==> config.mk <==
export PLATFORM = sky130hd
export DESIGN_NAME = multicycle_ctrl
export DESIGN_NICKNAME = d
export VERILOG_FILES = /design/src/rtl/cpu_pkg.sv /design/src/rtl/instr_class_decode.sv /design/src/rtl/multicycle_ctrl.sv
export SDC_FILE = /design/constraint.sdc
export NUM_CORES = 1
export LEC_CHECK = 0
export ABC_AREA = 1
export BUFFER_PORTS_ARGS = -buffer_cell sky130_fd_sc_hd__clkbuf_2
export CORE_MARGIN = 3
export CORE_UTILIZATION = 30
export DETAILED_ROUTE_END_ITERATION = 16
export GPL_ROUTABILITY_DRIVEN = 0
export HOLD_SLACK_MARGIN = 0.03
export SETUP_SLACK_MARGIN = 0.02
export SLEW_MARGIN = 20
export SYNTH_ARGS = -nofsm -noshare
export SYNTH_HDL_FRONTEND = slang
export SYNTH_HIERARCHICAL = 1
export SYNTH_SLANG_ARGS = --single-unit
==> constraint.sdc <==
create_clock -name clock -period 3.4 [get_ports clock]
set_input_delay 0.34 -clock clock [delete_from_list [all_inputs] [get_ports clock]]
set_output_delay 0.34 -clock clock [all_outputs]
set_load 0.05 [all_outputs]
==> src/rtl/cpu_pkg.sv <==
// Shared encodings for the 8-bit multicycle processor control path:
// FSM states, opcode patterns, ALU operand/operation codes and control bundles.
package cpu_pkg;

    typedef enum logic [3:0] {
        ST_RESET  = 4'd0,
        ST_FETCH  = 4'd1,
        ST_DECODE = 4'd2,
        ST_LD1    = 4'd3,
        ST_LD2    = 4'd4,
        ST_ST     = 4'd5,
        ST_EXEC   = 4'd6,
        ST_WB     = 4'd7,
        ST_BR     = 4'd8,
        ST_HALT   = 4'd9
    } state_t;

    // '?' digits are wildcards when these are used as casez items
    localparam logic [3:0] OP_LOAD  = 4'b0000;
    localparam logic [3:0] OP_STORE = 4'b0010;
    localparam logic [3:0] OP_ADD   = 4'b0100;
    localparam logic [3:0] OP_SUB   = 4'b0110;
    localparam logic [3:0] OP_NAND  = 4'b1000;
    localparam logic [3:0] OP_ORI   = 4'b?111;
    localparam logic [3:0] OP_SHIFT = 4'b?011;
    localparam logic [3:0] OP_BZ    = 4'b0101;
    localparam logic [3:0] OP_BNZ   = 4'b1001;
    localparam logic [3:0] OP_BPZ   = 4'b1101;
    localparam logic [3:0] OP_STOP  = 4'b0001;
    localparam logic [3:0] OP_NOP   = 4'b1010;

    localparam logic [2:0] ALU2_R2    = 3'b000;
    localparam logic [2:0] ALU2_ONE   = 3'b001;
    localparam logic [2:0] ALU2_SE4   = 3'b010;
    localparam logic [2:0] ALU2_ZE5   = 3'b011;
    localparam logic [2:0] ALU2_ZE3   = 3'b100;

    localparam logic [2:0] ALUOP_ADD   = 3'b000;
    localparam logic [2:0] ALUOP_SUB   = 3'b001;
    localparam logic [2:0] ALUOP_OR    = 3'b010;
    localparam logic [2:0] ALUOP_NAND  = 3'b011;
    localparam logic [2:0] ALUOP_SHIFT = 3'b100;

    localparam logic ADDR_PC   = 1'b1;
    localparam logic ADDR_R2   = 1'b0;
    localparam logic REGIN_ALU = 1'b1;
    localparam logic REGIN_MDR = 1'b0;
    localparam logic ALU1_PC   = 1'b0;
    localparam logic ALU1_R1   = 1'b1;

    typedef struct packed {
        logic load;
        logic store;
        logic add;
        logic sub;
        logic nand_op;
        logic ori;
        logic shift;
        logic bz;
        logic bnz;
        logic bpz;
        logic stop;
        logic nop;
    } iclass_t;

    typedef struct packed {
        logic       pc_write;
        logic       addr_sel;
        logic       mem_read;
        logic       mem_write;
        logic       ir_load;
        logic       mdr_load;
        logic       r1r2_load;
        logic       ext_load;
        logic       alu1;
        logic [2:0] alu2;
        logic [2:0] alu_op;
        logic       alu_out_write;
        logic       flag_write;
        logic       reg_in;
        logic       rf_write;
        logic       halt;
    } ctrl_t;

    // Control word presented while in state st; the branch-taken PC load and
    // R1Sel depend on live inputs and are added by the controller itself.
    function automatic ctrl_t ctrl_for_state(input state_t st, input iclass_t cls);
        ctrl_t c;
        c = '0;
        case (st)
            ST_FETCH: begin
                c.addr_sel = ADDR_PC;
                c.mem_read = 1'b1;
                c.ir_load  = 1'b1;
                c.alu1     = ALU1_PC;
                c.alu2     = ALU2_ONE;
                c.alu_op   = ALUOP_ADD;
                c.pc_write = 1'b1;
            end
            ST_DECODE: begin
                c.r1r2_load = 1'b1;
                c.ext_load  = 1'b1;
            end
            ST_LD1: begin
                c.addr_sel = ADDR_R2;
                c.mem_read = 1'b1;
                c.mdr_load = 1'b1;
            end
            ST_LD2: begin
                c.reg_in   = REGIN_MDR;
                c.rf_write = 1'b1;
            end
            ST_ST: begin
                c.addr_sel  = ADDR_R2;
                c.mem_write = 1'b1;
            end
            ST_EXEC: begin
                c.alu1          = ALU1_R1;
                c.alu_out_write = 1'b1;
                c.flag_write    = 1'b1;
                if (cls.sub) begin
                    c.alu2   = ALU2_R2;
                    c.alu_op = ALUOP_SUB;
                end else if (cls.nand_op) begin
                    c.alu2   = ALU2_R2;
                    c.alu_op = ALUOP_NAND;
                end else if (cls.ori) begin
                    c.alu2   = ALU2_ZE5;
                    c.alu_op = ALUOP_OR;
                end else if (cls.shift) begin
                    c.alu2   = ALU2_ZE3;
                    c.alu_op = ALUOP_SHIFT;
                end else begin
                    c.alu2   = ALU2_R2;
                    c.alu_op = ALUOP_ADD;
                end
            end
            ST_WB: begin
                c.reg_in   = REGIN_ALU;
                c.rf_write = 1'b1;
            end
            ST_BR: begin
                c.alu1   = ALU1_PC;
                c.alu2   = ALU2_SE4;
                c.alu_op = ALUOP_ADD;
            end
            ST_HALT: begin
                c.halt = 1'b1;
            end
            ST_RESET: begin
                c = '0;
            end
            default: begin
                c = '0;
            end
        endcase
        return c;
    endfunction

    function automatic logic branch_taken(input iclass_t cls, input logic n, input logic z);
        return (cls.bz & z) | (cls.bnz & ~z) | (cls.bpz & ~n);
    endfunction

endpackage

==> src/rtl/instr_class_decode.sv <==
// Opcode classifier: maps IR[3:0] to a one-hot instruction class.
// The x111 (ORI) and x011 (SHIFT) wildcard patterns take priority.
module instr_class_decode
    import cpu_pkg::*;
(
    input  logic [3:0] instr,
    output iclass_t    cls
);

    // one-hot class lookup; unlisted codes behave as NOP
    always_comb begin
        cls = '0;
        casez (instr)
            OP_ORI:   cls.ori     = 1'b1;
            OP_SHIFT: cls.shift   = 1'b1;
            OP_LOAD:  cls.load    = 1'b1;
            OP_STORE: cls.store   = 1'b1;
            OP_ADD:   cls.add     = 1'b1;
            OP_SUB:   cls.sub     = 1'b1;
            OP_NAND:  cls.nand_op = 1'b1;
            OP_BZ:    cls.bz      = 1'b1;
            OP_BNZ:   cls.bnz     = 1'b1;
            OP_BPZ:   cls.bpz     = 1'b1;
            OP_STOP:  cls.stop    = 1'b1;
            OP_NOP:   cls.nop     = 1'b1;
            default:  cls.nop     = 1'b1;
        endcase
    end

endmodule

==> src/rtl/multicycle_ctrl.sv <==
// Multicycle control FSM: sequences fetch/decode/execute/writeback and drives
// every datapath enable and select of the 8-bit processor.
module multicycle_ctrl
    import cpu_pkg::*;
(
    input  logic       clock,
    input  logic       reset,
    input  logic [3:0] Instr,
    input  logic       N,
    input  logic       Z,
    output logic       PCwrite,
    output logic       AddrSel,
    output logic       MemRead,
    output logic       MemWrite,
    output logic       IRload,
    output logic       MDRload,
    output logic       R1Sel,
    output logic       R1R2Load,
    output logic       ExtLoad,
    output logic       ALU1,
    output logic [2:0] ALU2,
    output logic [2:0] ALUop,
    output logic       ALUOutWrite,
    output logic       FlagWrite,
    output logic       RegIn,
    output logic       RFWrite,
    output logic       Halt
);

    iclass_t cls_s;
    state_t  state_r;
    state_t  state_nx_s;
    ctrl_t   ctrl_r;
    ctrl_t   ctrl_nx_s;
    logic    decode_r;
    logic    br_r;
    logic    taken_s;

    instr_class_decode u_class (
        .instr (Instr),
        .cls   (cls_s)
    );

    // next-state selection
    always_comb begin
        state_nx_s = ST_RESET;
        case (state_r)
            ST_RESET:  state_nx_s = ST_FETCH;
            ST_FETCH:  state_nx_s = ST_DECODE;
            ST_DECODE: begin
                if (cls_s.load) begin
                    state_nx_s = ST_LD1;
                end else if (cls_s.store) begin
                    state_nx_s = ST_ST;
                end else if (cls_s.add | cls_s.sub | cls_s.nand_op | cls_s.ori | cls_s.shift) begin
                    state_nx_s = ST_EXEC;
                end else if (cls_s.bz | cls_s.bnz | cls_s.bpz) begin
                    state_nx_s = ST_BR;
                end else if (cls_s.stop) begin
                    state_nx_s = ST_HALT;
                end else begin
                    state_nx_s = ST_FETCH;
                end
            end
            ST_LD1:    state_nx_s = ST_LD2;
            ST_LD2:    state_nx_s = ST_FETCH;
            ST_ST:     state_nx_s = ST_FETCH;
            ST_EXEC:   state_nx_s = ST_WB;
            ST_WB:     state_nx_s = ST_FETCH;
            ST_BR:     state_nx_s = ST_FETCH;
            ST_HALT:   state_nx_s = ST_HALT;
            default:   state_nx_s = ST_RESET;
        endcase
    end

    // control word for the state being entered; Instr is already valid when leaving DECODE
    always_comb begin
        ctrl_nx_s = ctrl_for_state(state_nx_s, cls_s);
    end

    // state register and registered control outputs
    always_ff @(posedge clock or negedge reset) begin
        if (!reset) begin
            state_r  <= ST_RESET;
            ctrl_r   <= '0;
            decode_r <= 1'b0;
            br_r     <= 1'b0;
        end else begin
            state_r  <= state_nx_s;
            ctrl_r   <= ctrl_nx_s;
            decode_r <= (state_nx_s == ST_DECODE);
            br_r     <= (state_nx_s == ST_BR);
        end
    end

    // IR and the flags only settle once DECODE/BR are entered, so those terms stay live
    always_comb begin
        taken_s = branch_taken(cls_s, N, Z);
    end

    assign PCwrite     = ctrl_r.pc_write | (br_r & taken_s);
    assign R1Sel       = decode_r & (Instr[2:0] == 3'b111);
    assign AddrSel     = ctrl_r.addr_sel;
    assign MemRead     = ctrl_r.mem_read;
    assign MemWrite    = ctrl_r.mem_write;
    assign IRload      = ctrl_r.ir_load;
    assign MDRload     = ctrl_r.mdr_load;
    assign R1R2Load    = ctrl_r.r1r2_load;
    assign ExtLoad     = ctrl_r.ext_load;
    assign ALU1        = ctrl_r.alu1;
    assign ALU2        = ctrl_r.alu2;
    assign ALUop       = ctrl_r.alu_op;
    assign ALUOutWrite = ctrl_r.alu_out_write;
    assign FlagWrite   = ctrl_r.flag_write;
    assign RegIn       = ctrl_r.reg_in;
    assign RFWrite     = ctrl_r.rf_write;
    assign Halt        = ctrl_r.halt;

endmodule

==> impl_metrics.csv <==
group,metric,value,unit
critical_path,start_kind,"input pin",
critical_path,rrSetupSlack,2.01,ns
place,hpwlAfterDp,1.569,mm
timing,setup_viol,0,
power_and_ir_drop,p_leak,0.7066,nW
grt,grt_pass1_vias,815,
power_and_ir_drop,p_per_area,829.9,mW/mm²
place,pre_cts_slack,1.618,ns
detailed_routing,post_drt_wl_per_cell,9.083,µm
floorplan,core,0.003128,mm²
timing,fin_crit_sh,0.5142,
flow_run,timing.max_cap.violations,0,
timing,slew_violations,0,
timing,setup_slack,1.652,ns
detailed_routing,ant_nets,0,
layout,finalNetCount,169,
detailed_routing,firstDrtPassIters,4,
critical_path,path_cells,"clkbuf_2 > inv_1 > nand2_1 > nor2_1 > inv_1 > o221ai_1 > a21o_1 > clkbuf_2",
place,postPlaceCellArea,0.001166,mm²
clock_tree,postCtsSetupBuffers,0,
timing,rsz0062_at_grt,"false",
clock_tree,cts_buffers,3,
layout,stdcell_area,0.001204,mm²
status,status,"finished clean",
timing,period_needed,1.748,ns
synthesis,synth_area,0.001008,mm²
critical_path,cp_slowest_cell,"clkbuf_2",
grt,antenna_found_initial,0,
synthesis,synthCells,132,
critical_path,crit_path_max_incr_delay,0.26,ns
clock_tree,h-tree-depth,1,
timing,finalHoldViolations,0,
timing,maxSlewHeadroom,0.6886,
grt,overflow,0,
clock_tree,cts.sinks,19,
min_path,hp-class,"input pin to register",
critical_path,criticalPathCategory,"input pin to primary output",
detailed_routing,viasPerCell,4.216,
floorplan,die_h,63.98,µm
layout,layout-drive-gt1-share,0.2938,
grt,grt_pass1_wl,3.332,mm
layout,insertedDiodeCount,0,
grt,grt_usage,0.1029,
timing,fmaxAchievable,0.5720,GHz
place,numPortBuffers,28,
clock_tree,cts_tree,"yes",
critical_path,worstPathRequired,3.06,ns
detailed_routing,drt_wl_total,1.853,mm
clock_tree,clk-insertion-delay-late,0.29,ns
synthesis,avgSynthCellArea,7.640,µm²
floorplan,rows,20,
floorplan,die-area,0.004093,mm²
detailed_routing,num_vias,860,
detailed_routing,drc,0,
clock_tree,cts-resized-gates,0,
synthesis,yosysWarnings,6,
detailed_routing,first_iter_violations,27,
critical_path,cp_data_arrival_time,1.41,ns
clock_tree,cts_root_buf,"clkbuf_4",
synthesis,syn_nets,140,
clock_tree,cts_buffer_depth,2,
critical_path,crit_path_max_fanout,5,
clock_tree,postCtsHoldBufs,1,
clock_tree,path_clk_slew,0.09,ns
floorplan,fp.dieW,63.98,µm
floorplan,ios,29,
layout,syn2layout_area_growth,19.35,%
power_and_ir_drop,peakVddDrop,0.0003011,V
timing,setup_tns,0,ns
floorplan,start_util,0.3224,
timing,worst_pin_slew,0.4672,ns
critical_path,crit_path_end_kind,"primary output",
layout,n_fill_cell,321,
grt,grt_max_degree,20,
timing,fin_skew,0.006435,ns
==> worst max-delay path: cells and delay by family <==
family,cells,cell delay [ns]
and+or+nand+nor,2,0.20
AOI/OAI and AO/OA,2,0.34
buffers and inverters,4,0.52
==> final cells by class <==
| cell class | instances | area (µm²) | share of cell area |
|---|---|---|---|
| flip-flops and latches | 19 | 475.5 | 0.3950 |
| multi-input cells | 85 | 409.1 | 0.3399 |
| repair buffers | 29 | 150.1 | 0.1247 |
| inverters | 23 | 86.33 | 0.07173 |
| well taps | 44 | 55.05 | 0.04574 |
| clock buffers | 3 | 22.52 | 0.01871 |
| clock inverters | 1 | 5.005 | 0.004158 |
==> metal layers <==
metal  GRT usage  part of all wire  vias up
met2      0.1703              0.49       25
met3     0.04394             0.069        2
met4     0.02426            0.0092        0
met1      0.1225              0.43      383
li1            -                 -      450
met5           0                 0        -
==> path summary, 6_finish.rpt <==
kind | from | end | cells past startpoint
worst max-delay path | Instr[2] | PCwrite | 8
worst min-delay path | Instr[2] | ALU2[2] | 4
worst max register to register | state_r[2] | ALU2[0] | 8
worst min register to register | state_r[0] | RegIn | 1
max in group asynchronous | reset | MemRead | 2
min in group asynchronous | reset | RegIn | 2
==> where the power goes <==
part | internal (mW) | leakage (nW) | switching (mW)
sequential | 0.286 | 0.254 | 0.0370
combinational | 0.134 | 0.435 | 0.434
clock | 0.0437 | 0.0177 | 0.0646
==> through the flow <==
stage | instances | hold slack (ns) | power, mW | utilization
after floorplan | 132 | 0.04441 | 0.7960 | -
after global placement | 199 | 0.3141 | 0.8919 | 0.3728
after detailed placement | 199 | 0.3166 | 0.8989 | 0.3728
after CTS | 204 | 0.3809 | 1.012 | 0.3848
after global routing | 204 | 0.3953 | 1.076 | 0.3848
final | 204 | 0.3899 | 0.9988 | 0.3848
==> cell usage in the layout (no fill, tap or decap), types with 2 or more instances in the layout <==
master	count
nor2_2	4
dfrtp_1	19
nor2_1	28
nand3_1	2
nand2_2	2
nand3_2	2
nor3_1	2
nand2_1	33
o21bai_1	2
inv_1	21
inv_2	2
clkbuf_4	3
nand4_1	2
a21oi_2	2
clkbuf_2	28
==> registers in the layout, indices dropped and copies added, names as in the netlist <==
name      cells
ALU1          1
ALU2          3
ALUop         2
ExtLoad       1
Halt          1
IRload        1
MDRload       1
MemRead       1
MemWrite      1
RFWrite       1
RegIn         1
br_r          1
state_r       4
Note: power is estimated with default switching activity, not from simulation.
